==> src/rtl/fifo_stream_drain_if.sv <==
// Read-port and output-stream bundle between a sync FIFO, the drain stage and its consumer.
// The master modport is the drain side; the slave modport is the FIFO/consumer side.
interface fifo_stream_drain_if #(
    parameter int unsigned DATA_WIDTH = 32
);
    logic                  fifo_shift_out;
    logic [DATA_WIDTH-1:0] fifo_dout;
    logic                  fifo_valid;
    logic                  fifo_empty;
    logic [DATA_WIDTH-1:0] m_data;
    logic                  m_valid;
    logic                  m_ready;
    logic                  m_last;

    modport master (
        output fifo_shift_out,
        input  fifo_dout,
        input  fifo_valid,
        input  fifo_empty,
        output m_data,
        output m_valid,
        input  m_ready,
        output m_last
    );

    modport slave (
        input  fifo_shift_out,
        output fifo_dout,
        output fifo_valid,
        output fifo_empty,
        input  m_data,
        input  m_valid,
        output m_ready,
        input  m_last
    );
endinterface

==> src/rtl/fifo_stream_drain.sv <==
// Drains a sync FIFO into a valid/ready stream through a 2-entry skid buffer,
// tagging every BURST_LEN-th accepted beat with m_last.
module fifo_stream_drain #(
    parameter  int unsigned DATA_WIDTH   = 32,
    parameter  int unsigned READ_LATENCY = 1,
    parameter  int unsigned BURST_LEN    = 16,
    localparam int unsigned CNT_W        = (BURST_LEN > 1) ? $clog2(BURST_LEN) : 1
) (
    input  logic                   clk,
    input  logic                   rst_n,
    fifo_stream_drain_if.master    bus,
    output logic [CNT_W-1:0]       beat_cnt,
    output logic                   overrun
);

    localparam logic [CNT_W-1:0] LAST_BEAT = CNT_W'(BURST_LEN - 1);

    logic [DATA_WIDTH-1:0] mem_q [2];
    logic [1:0]            occ_q, occ_d;
    logic                  wr_idx_q, wr_idx_d;
    logic                  rd_idx_q, rd_idx_d;
    logic [CNT_W-1:0]      beat_cnt_q, beat_cnt_d;
    logic                  overrun_q, overrun_d;
    logic                  inflight_q;
    logic                  pop_c;
    logic                  push_c;
    logic                  drop_c;
    logic                  shift_c;

    // Credit check counts the current pop so a full buffer resumes pulling in the same cycle.
    always_comb begin
        pop_c      = (occ_q != 2'd0) && bus.m_ready;
        shift_c    = rst_n && !bus.fifo_empty &&
                     (({1'b0, occ_q} + {2'b00, inflight_q}) < (3'd2 + {2'b00, pop_c}));
        drop_c     = bus.fifo_valid && (occ_q == 2'd2) && !pop_c;
        push_c     = bus.fifo_valid && !drop_c;
        occ_d      = occ_q + 2'(push_c) - 2'(pop_c);
        wr_idx_d   = wr_idx_q ^ push_c;
        rd_idx_d   = rd_idx_q ^ pop_c;
        overrun_d  = overrun_q | drop_c;
        beat_cnt_d = beat_cnt_q;
        if (pop_c) begin
            beat_cnt_d = (beat_cnt_q == LAST_BEAT) ? '0 : beat_cnt_q + CNT_W'(1);
        end
    end

    always_ff @(posedge clk) begin
        if (!rst_n) begin
            occ_q      <= 2'd0;
            wr_idx_q   <= 1'b0;
            rd_idx_q   <= 1'b0;
            beat_cnt_q <= '0;
            overrun_q  <= 1'b0;
        end else begin
            occ_q      <= occ_d;
            wr_idx_q   <= wr_idx_d;
            rd_idx_q   <= rd_idx_d;
            beat_cnt_q <= beat_cnt_d;
            overrun_q  <= overrun_d;
        end
    end

    // Payload storage needs no reset; occupancy alone qualifies it.
    always_ff @(posedge clk) begin
        if (push_c) begin
            mem_q[wr_idx_q] <= bus.fifo_dout;
        end
    end

    if (READ_LATENCY != 0) begin : g_inflight
        always_ff @(posedge clk) begin
            if (!rst_n) begin
                inflight_q <= 1'b0;
            end else begin
                inflight_q <= shift_c;
            end
        end
    end else begin : g_no_inflight
        assign inflight_q = 1'b0;
    end

    assign bus.fifo_shift_out = shift_c;
    assign bus.m_valid        = (occ_q != 2'd0);
    assign bus.m_data         = mem_q[rd_idx_q];
    assign bus.m_last         = (occ_q != 2'd0) && (beat_cnt_q == LAST_BEAT);
    assign beat_cnt           = beat_cnt_q;
    assign overrun            = overrun_q;

endmodule

==> src/flat_wrapper.sv <==
// flat-port wrapper written by rule: the top's interface ports become plain ports
module fifo_stream_drain_flat 
#(
    parameter  int unsigned DATA_WIDTH   = 32,
    parameter  int unsigned READ_LATENCY = 1,
    parameter  int unsigned BURST_LEN    = 16,
    localparam int unsigned CNT_W        = (BURST_LEN > 1) ? $clog2(BURST_LEN) : 1
)
  (clk, rst_n, beat_cnt, overrun, bus_fifo_shift_out, bus_fifo_dout, bus_fifo_valid, bus_fifo_empty, bus_m_data, bus_m_valid, bus_m_ready, bus_m_last);
  fifo_stream_drain_if #(.DATA_WIDTH(DATA_WIDTH)) bus_i ();
  input  logic clk;
  input  logic rst_n;
  output logic [CNT_W-1:0] beat_cnt;
  output logic overrun;
  output wire logic [$bits(bus_i.fifo_shift_out)-1:0] bus_fifo_shift_out;
  input wire logic [$bits(bus_i.fifo_dout)-1:0] bus_fifo_dout;
  input wire logic [$bits(bus_i.fifo_valid)-1:0] bus_fifo_valid;
  input wire logic [$bits(bus_i.fifo_empty)-1:0] bus_fifo_empty;
  output wire logic [$bits(bus_i.m_data)-1:0] bus_m_data;
  output wire logic [$bits(bus_i.m_valid)-1:0] bus_m_valid;
  input wire logic [$bits(bus_i.m_ready)-1:0] bus_m_ready;
  output wire logic [$bits(bus_i.m_last)-1:0] bus_m_last;
  assign bus_fifo_shift_out = bus_i.fifo_shift_out;
  assign bus_i.fifo_dout = bus_fifo_dout;
  assign bus_i.fifo_valid = bus_fifo_valid;
  assign bus_i.fifo_empty = bus_fifo_empty;
  assign bus_m_data = bus_i.m_data;
  assign bus_m_valid = bus_i.m_valid;
  assign bus_i.m_ready = bus_m_ready;
  assign bus_m_last = bus_i.m_last;
  fifo_stream_drain #(.DATA_WIDTH(DATA_WIDTH), .READ_LATENCY(READ_LATENCY), .BURST_LEN(BURST_LEN)) u_core (.clk(clk), .rst_n(rst_n), .bus(bus_i), .beat_cnt(beat_cnt), .overrun(overrun));
endmodule
==> config.mk <==
export PLATFORM = sky130hd
export DESIGN_NAME = fifo_stream_drain_flat
export DESIGN_NICKNAME = d
export VERILOG_FILES = /design/src/rtl/fifo_stream_drain_if.sv /design/src/rtl/fifo_stream_drain.sv /design/src/flat_wrapper.sv
export SDC_FILE = /design/constraint.sdc
export NUM_CORES = 1
export LEC_CHECK = 0
export ABC_AREA = 1
export BUFFER_PORTS_ARGS = -buffer_cell sky130_fd_sc_hd__buf_4
export CAP_MARGIN = 20
export CORE_MARGIN = 1
export CORE_UTILIZATION = 40
export DETAILED_ROUTE_END_ITERATION = 7
export PLACE_DENSITY_LB_ADDON = 0.15
export SLEW_MARGIN = 20
export SYNTH_ARGS = -nofsm -noshare
export SYNTH_HDL_FRONTEND = slang
export SYNTH_SLANG_ARGS = --single-unit
==> constraint.sdc <==
create_clock -name clk -period 5.01 [get_ports clk]
set_clock_uncertainty 0.1 [all_clocks]
set_input_delay 1.2525 -clock clk [delete_from_list [all_inputs] [get_ports clk]]
set_output_delay 1.2525 -clock clk [all_outputs]
set_load 0.01 [all_outputs]
**Word-level counts from Yosys, hierarchy flattened**

Memories as Yosys holds them, arrays and structs flattened. A register that Yosys moved wholly into a read port is not among the register bits.
Cells that the tools add are included.

- Input bits: 37
- Word-level logic and storage cells: 33
- Output and inout port bits: 40
- Register bits: 10
- Memories kept: 1
- Bits in writable memories: 64

Memory list:

| memory | depth | width | rd ports | clocked after memory_dff | wr ports | RTL line | source |
|---|---|---|---|---|---|---|---|
| u_core.mem_q | 2 | 32 | 1 | 1 | 1 | fifo_stream_drain.sv:18 | `logic [DATA_WIDTH-1:0] mem_q [2];` |

- Eq/ne operators: 2
- Mux-type cells: 4
- Reductions and logical operators: 11
- $add $sub $neg: 5
- Bitwise operators: 3
- Magnitude comparators: 1

Operators with widths:

| kind | number |
|---|---|
| $logic_and 1x1->1 | 7 |
| $add 4x1->4 const B | 1 |
| $eq 4x4->1 const B | 1 |
| $mux 4 | 1 |
| $add 2x1->3 | 1 |
| $add 2x1->3 const A | 1 |
| $logic_not 1->1 | 3 |
| $lt 3x3->1 | 1 |
| $mux 1 | 3 |
| $add 2x1->2 | 1 |
| $eq 2x2->1 const B | 1 |
| $reduce_bool 2->1 | 1 |
| $sub 2x1->2 | 1 |
| $xor 1x1->1 | 2 |
| $or 1x1->1 | 1 |

**Logic depth before layout (Yosys ltp)**

- Depth after elaboration: 8
- Gate-level depth with buffers: 11
- Gate-level depth less buffers: 10

**Worst setup path before layout**

Ideal clock, no wire load.

- Kind: input port to flip-flop
- From: input port bus_fifo_valid
- To: memory u_core.mem_q[1][0] (enable)
- Buffers on the path: 0
- Cell stages on the path: 5
- Setup time: 421 ps
- Arrival time: 2848 ps
- Required time: 4489 ps
- Path slack: 1641 ps
- Cell sequence: nand2_1 -> inv_1 -> nand2_1 -> nand2_1 -> nor2_1

- Word-level cells in the longest chain between the ends: 6

Ends and longest elaborated chain:

| item | RTL line | source |
|---|---|---|
| start, declared | flat_wrapper.sv:17 | `input wire logic [$bits(bus_i.fifo_valid)-1:0] bus_fifo_valid;` |
| $logic_and 1x1->1 (2 in a row) | fifo_stream_drain.sv:35 | `drop_c = bus.fifo_valid && (occ_q == 2'd2) && !pop_c;` |
| $logic_not 1->1 | fifo_stream_drain.sv:36 | `push_c = bus.fifo_valid && !drop_c;` |
| $logic_and 1x1->1 (*) | fifo_stream_drain.sv:36 |  |
| $mux 1 (*) | fifo_stream_drain.sv:65 | `if (push_c) begin` |
| $mux 1 (not written as such) (*) | fifo_stream_drain.sv:66 | `mem_q[wr_idx_q] <= bus.fifo_dout;` |
| end, declared | fifo_stream_drain.sv:18 |  |

Every way passes the cells marked *; elsewhere a longest branch is shown, timed or not.

**Final worst setup path**

- From: input port bus_m_ready
- To: output port bus_fifo_shift_out

- Word-level cells in the longest chain between the ends: 4

Ends and longest elaborated chain:

| item | RTL line | source |
|---|---|---|
| start, declared | flat_wrapper.sv:21 | `input wire logic [$bits(bus_i.m_ready)-1:0] bus_m_ready;` |
| $logic_and 1x1->1 | fifo_stream_drain.sv:32 | `pop_c = (occ_q != 2'd0) && bus.m_ready;` |
| $add 2x1->3 | fifo_stream_drain.sv:34 | `(({1'b0, occ_q} + {2'b00, inflight_q}) < (3'd2 + {2'b00, pop_c}));` |
| $lt 3x3->1 | fifo_stream_drain.sv:34 |  |
| $logic_and 1x1->1 | fifo_stream_drain.sv:33 | `shift_c = rst_n && !bus.fifo_empty &&` |
| end, declared | flat_wrapper.sv:15 | `output wire logic [$bits(bus_i.fifo_shift_out)-1:0] bus_fifo_shift_out;` |

Every way passes these cells.

==> reports/results.txt <==
The run finished with clean final reports. For this run, the top clock speed supported by timing is 0.302 GHz. Per report_power, the combinational group accounts for 23.0% of the total. The tools report the endpoint type of the worst setup path as an output pin.

Counting flops with a built-in enable in the synthesized netlist gives 64. In the global route stage, met2 resource usage came out at 23.3%. In the final layout, the share of cells above drive strength 1 is 48.8%.

Once the clock tree was built, the resizer swapped 0 gates to a different size. Busiest layer in global routing: met2. The worst setup path is launched from an input pin.

The reg-to-reg critical path startpoint was u_core.occ_q[1]. The number of input and output port buffers inserted came out at 76. Combinational family with the most area after synthesis: multiplexers. The combined global-route utilization of all metal layers is 13.4%, and the floorplan die width is 86.7 um. At the worst endpoint, the required time is 3660 ps.

In this run the core area contains 30 standard-cell rows. Power per standard cell area: 419 nW/um2. The clock network is responsible for 27.4% of the overall power.

Pin placement for this block handled 77 I/O pins. Entering global routing, the biggest net connects 33 pins. The starting utilization of the core area is 41.7%, and the number of warnings printed during yosys synthesis is 0. Summed over all nets, the switching power comes to 399 uW. The wire length of the first global-routing pass was 7340 um.

For the final-layout setup total negative slack, the log shows 0 ps. The iteration-0 DRC count of the detailed router was 75; the total iterations of the first detailed-routing run was 4. The number of clock buffers added by TritonCTS is 9. The detailed router placed 1603 vias in this run. The run gives 0 as the number of hold violations in the final report.

The number of global-route vias before repair was 1609; the cell internal power dissipation was 1.15 mW. In the global route stage, met3 resource usage came out at 4.48%. The synthesized area per cell came out at 16.9 um2. TritonCTS built the clock tree. The synthesized netlist occupies a cell area of 2870 um2. The part of the Yosys area used for sequential elements is 74.7%. The synthesis-to-finish area growth works out to 29.5%. The cell count after synthesis came out at 170. The filler cells instantiated in the layout total 611. In this run, post-CTS hold repair placed 0 buffers. The worst setup path category is in2out. Setup repair after global routing left no endpoint under its margin. In this run, synthesis produced a sequential element count of 75. In this run the remaining antenna-violating nets after routing total 0. Clock-pin slew was measured on the worst setup and hold paths at 70 ps. Class of the most critical hold timing path: reg2reg. Multiplexer cells account for 12.6% of the synthesized area. Per report_power, the sequential group accounts for 49.6% of the total. The die height came out at 86.7 um. The post-synthesis adder-cell area fraction was 2.18%. At the end of routability-driven placement, the weighted congestion stood at 0.731. The run gives 2 as the deepest clock path buffer count. The logs give 4700 um for the routed wire length and 0 for the initial antenna violation count. The run gives 0 as the count of max-cap constraint violations. The synthesized netlist devotes 4.41% of its cell area to simple gates.

Headroom to the max-slew limit came out at 36.3%. The tools report the number of inserted diodes as 0. The area fraction in compound gates after synthesis is 2.44%.

The logs give 0 for the final-report max-slew violation count and 14.5% for the met1 capacity usage during global routing. The proportion of total power due to net switching was 25.7%. The peak ir drop on the vdd network was 0.000173 V.

Global routing finished with a remaining overflow of 0. Tracing the worst setup path back leads to its startpoint at bus_m_ready. The number of clock sinks seen by CTS was 75. Setup violations remaining at the end of the flow were counted as 0. Clock insertion delay at the later pin of the skew report: 320 ps. The library cell used most frequently in the layout, excluding fill and tap cells, is sky130_fd_sc_hd__buf_4. The tools report the remaining routing DRC violations as 0. For this run, the leading register cell type out of synthesis is sky130_fd_sc_hd__edfxtp_1.

For this design the static power due to leakage is 1.45 nW. The H-tree generated during clock tree synthesis spans 3 levels. In the final routed layout, each cell accounts on average for 13.3 um. The total area inside the core boundary comes to 6870 um2.

CTS placed an instance of sky130_fd_sc_hd__clkbuf_8 at the clock tree root. The run gives 3050 um as the detailed-placement wirelength estimate. The post-detailed-route via-to-cell ratio works out to 4.53.

For the pin with the worst max-slew slack, the measured transition is 953 ps. Of all nets on the critical path, the largest fanout is 12. The share of async-settable or async-resettable flops after synthesis was 0%.

The unique cell type count in the Yosys netlist was 24; the number of nets in the synthesized netlist was 212. Once the clock tree was built, the setup fixing pass inserted 0 buffers. The synthesized netlist devotes 0.611% of its cell area to XOR and XNOR gates.

The final critical path time including I/O delays and setup is 3310 ps, and the final-stage net count is 296. Summing internal, switching and leakage power gives 1.55 mW. Of the available clock period, the critical path in the final layout requires 66.0%.

In this run the most critical hold path is launched from u_core.overrun. The die area was 7510 um2. In the layout the commonest cells are sky130_fd_sc_hd__buf_4 (78), sky130_fd_sc_hd__edfxtp_1 (64), sky130_fd_sc_hd__mux2_2 (27), sky130_fd_sc_hd__nand2_1 (11), sky130_fd_sc_hd__dfxtp_1 (11).

Data on the critical path arrives at its endpoint at 1950 ps.
-- state kept, by name, indices dropped and copies added (netlist names), named ones only --
| register | count |
|---|---|
| u_core.beat_cnt | 4 |
| u_core.overrun | 1 |
| u_core.mem_q | 64 |
| u_core.rd_idx_q | 1 |
| u_core.inflight_q | 1 |
| u_core.occ_q | 2 |
| u_core.wr_idx_q | 1 |
-- area by class of cell --
cell class	instances	area [um2]	area share, %
sequential	75	2140	57.7
multi-input combinational	80	644	17.4
timing repair buffer	78	586	15.8
clock buffer	10	128	3.44
tap	96	120	3.23
clock inverter	5	55.1	1.48
inverter	10	38.8	1.04
-- cells by family after synthesis --
family          count (synthesis)
flops                          75
mux                            32
simple gates                   29
buf+inv                        15
compound gates                 12
fa+ha+maj                       5
xor+xnor                        2
-- power groups by stage --
stage / clock (mW) / combinational [mW] / sequential (mW)
after detailed placement: 0 / 0.364 / 0.784
after floorplan: 0 / 0.220 / 0.782
final: 0.426 / 0.358 / 0.771
after global placement: 0 / 0.365 / 0.783
after global routing: 0.469 / 0.393 / 0.778
after CTS: 0.441 / 0.366 / 0.771
-- through the flow --
stage	setup WS, ps	util (%)	std cells	instance area [um2]	hold slack (ps)
after floorplan	1640	-	170	2870	352
after global placement	1710	51.4	339	3530	375
after detailed placement	1700	51.4	339	3530	374
after CTS	1700	54.1	354	3710	389
after global routing	1590	54.1	354	3710	402
final	1700	54.1	354	3710	372
-- worst paths after layout --
path | to | slack, ps | depth (start not counted)
max | bus_fifo_shift_out | 1700 | 5
min | u_core.overrun | 370 | 2
max reg2reg | u_core.mem_q[1][30] | 3080 | 5
min reg2reg | u_core.overrun | 370 | 2
-- cell usage after synthesis, types with 3 or more instances --
cell,instances,area [um2]
sky130_fd_sc_hd__mux2_1,5,56.3
sky130_fd_sc_hd__ha_1,5,62.6
sky130_fd_sc_hd__nand2_1,11,41.3
sky130_fd_sc_hd__dfxtp_1,11,220
sky130_fd_sc_hd__inv_1,7,26.3
sky130_fd_sc_hd__buf_6,4,45.0
sky130_fd_sc_hd__nor2_1,9,33.8
sky130_fd_sc_hd__nand3_1,3,15.0
sky130_fd_sc_hd__o21ai_1,3,15.0
sky130_fd_sc_hd__edfxtp_1,64,1920
sky130_fd_sc_hd__mux2_2,27,304
sky130_fd_sc_hd__a21oi_1,6,30.0
-- routing by layer --
metal	vias up	wire, um
met5	-	0
met2	40	2480
li1	785	-
met3	6	286
met4	0	71
met1	772	1870
-- critical path, cell delays in order --
cell and delay [ps]:
sky130_fd_sc_hd__buf_4 110, sky130_fd_sc_hd__nand2_2 190, sky130_fd_sc_hd__o21ai_0 120, sky130_fd_sc_hd__and2_1 140, sky130_fd_sc_hd__buf_4 140
(Power assumes the default switching activity.)
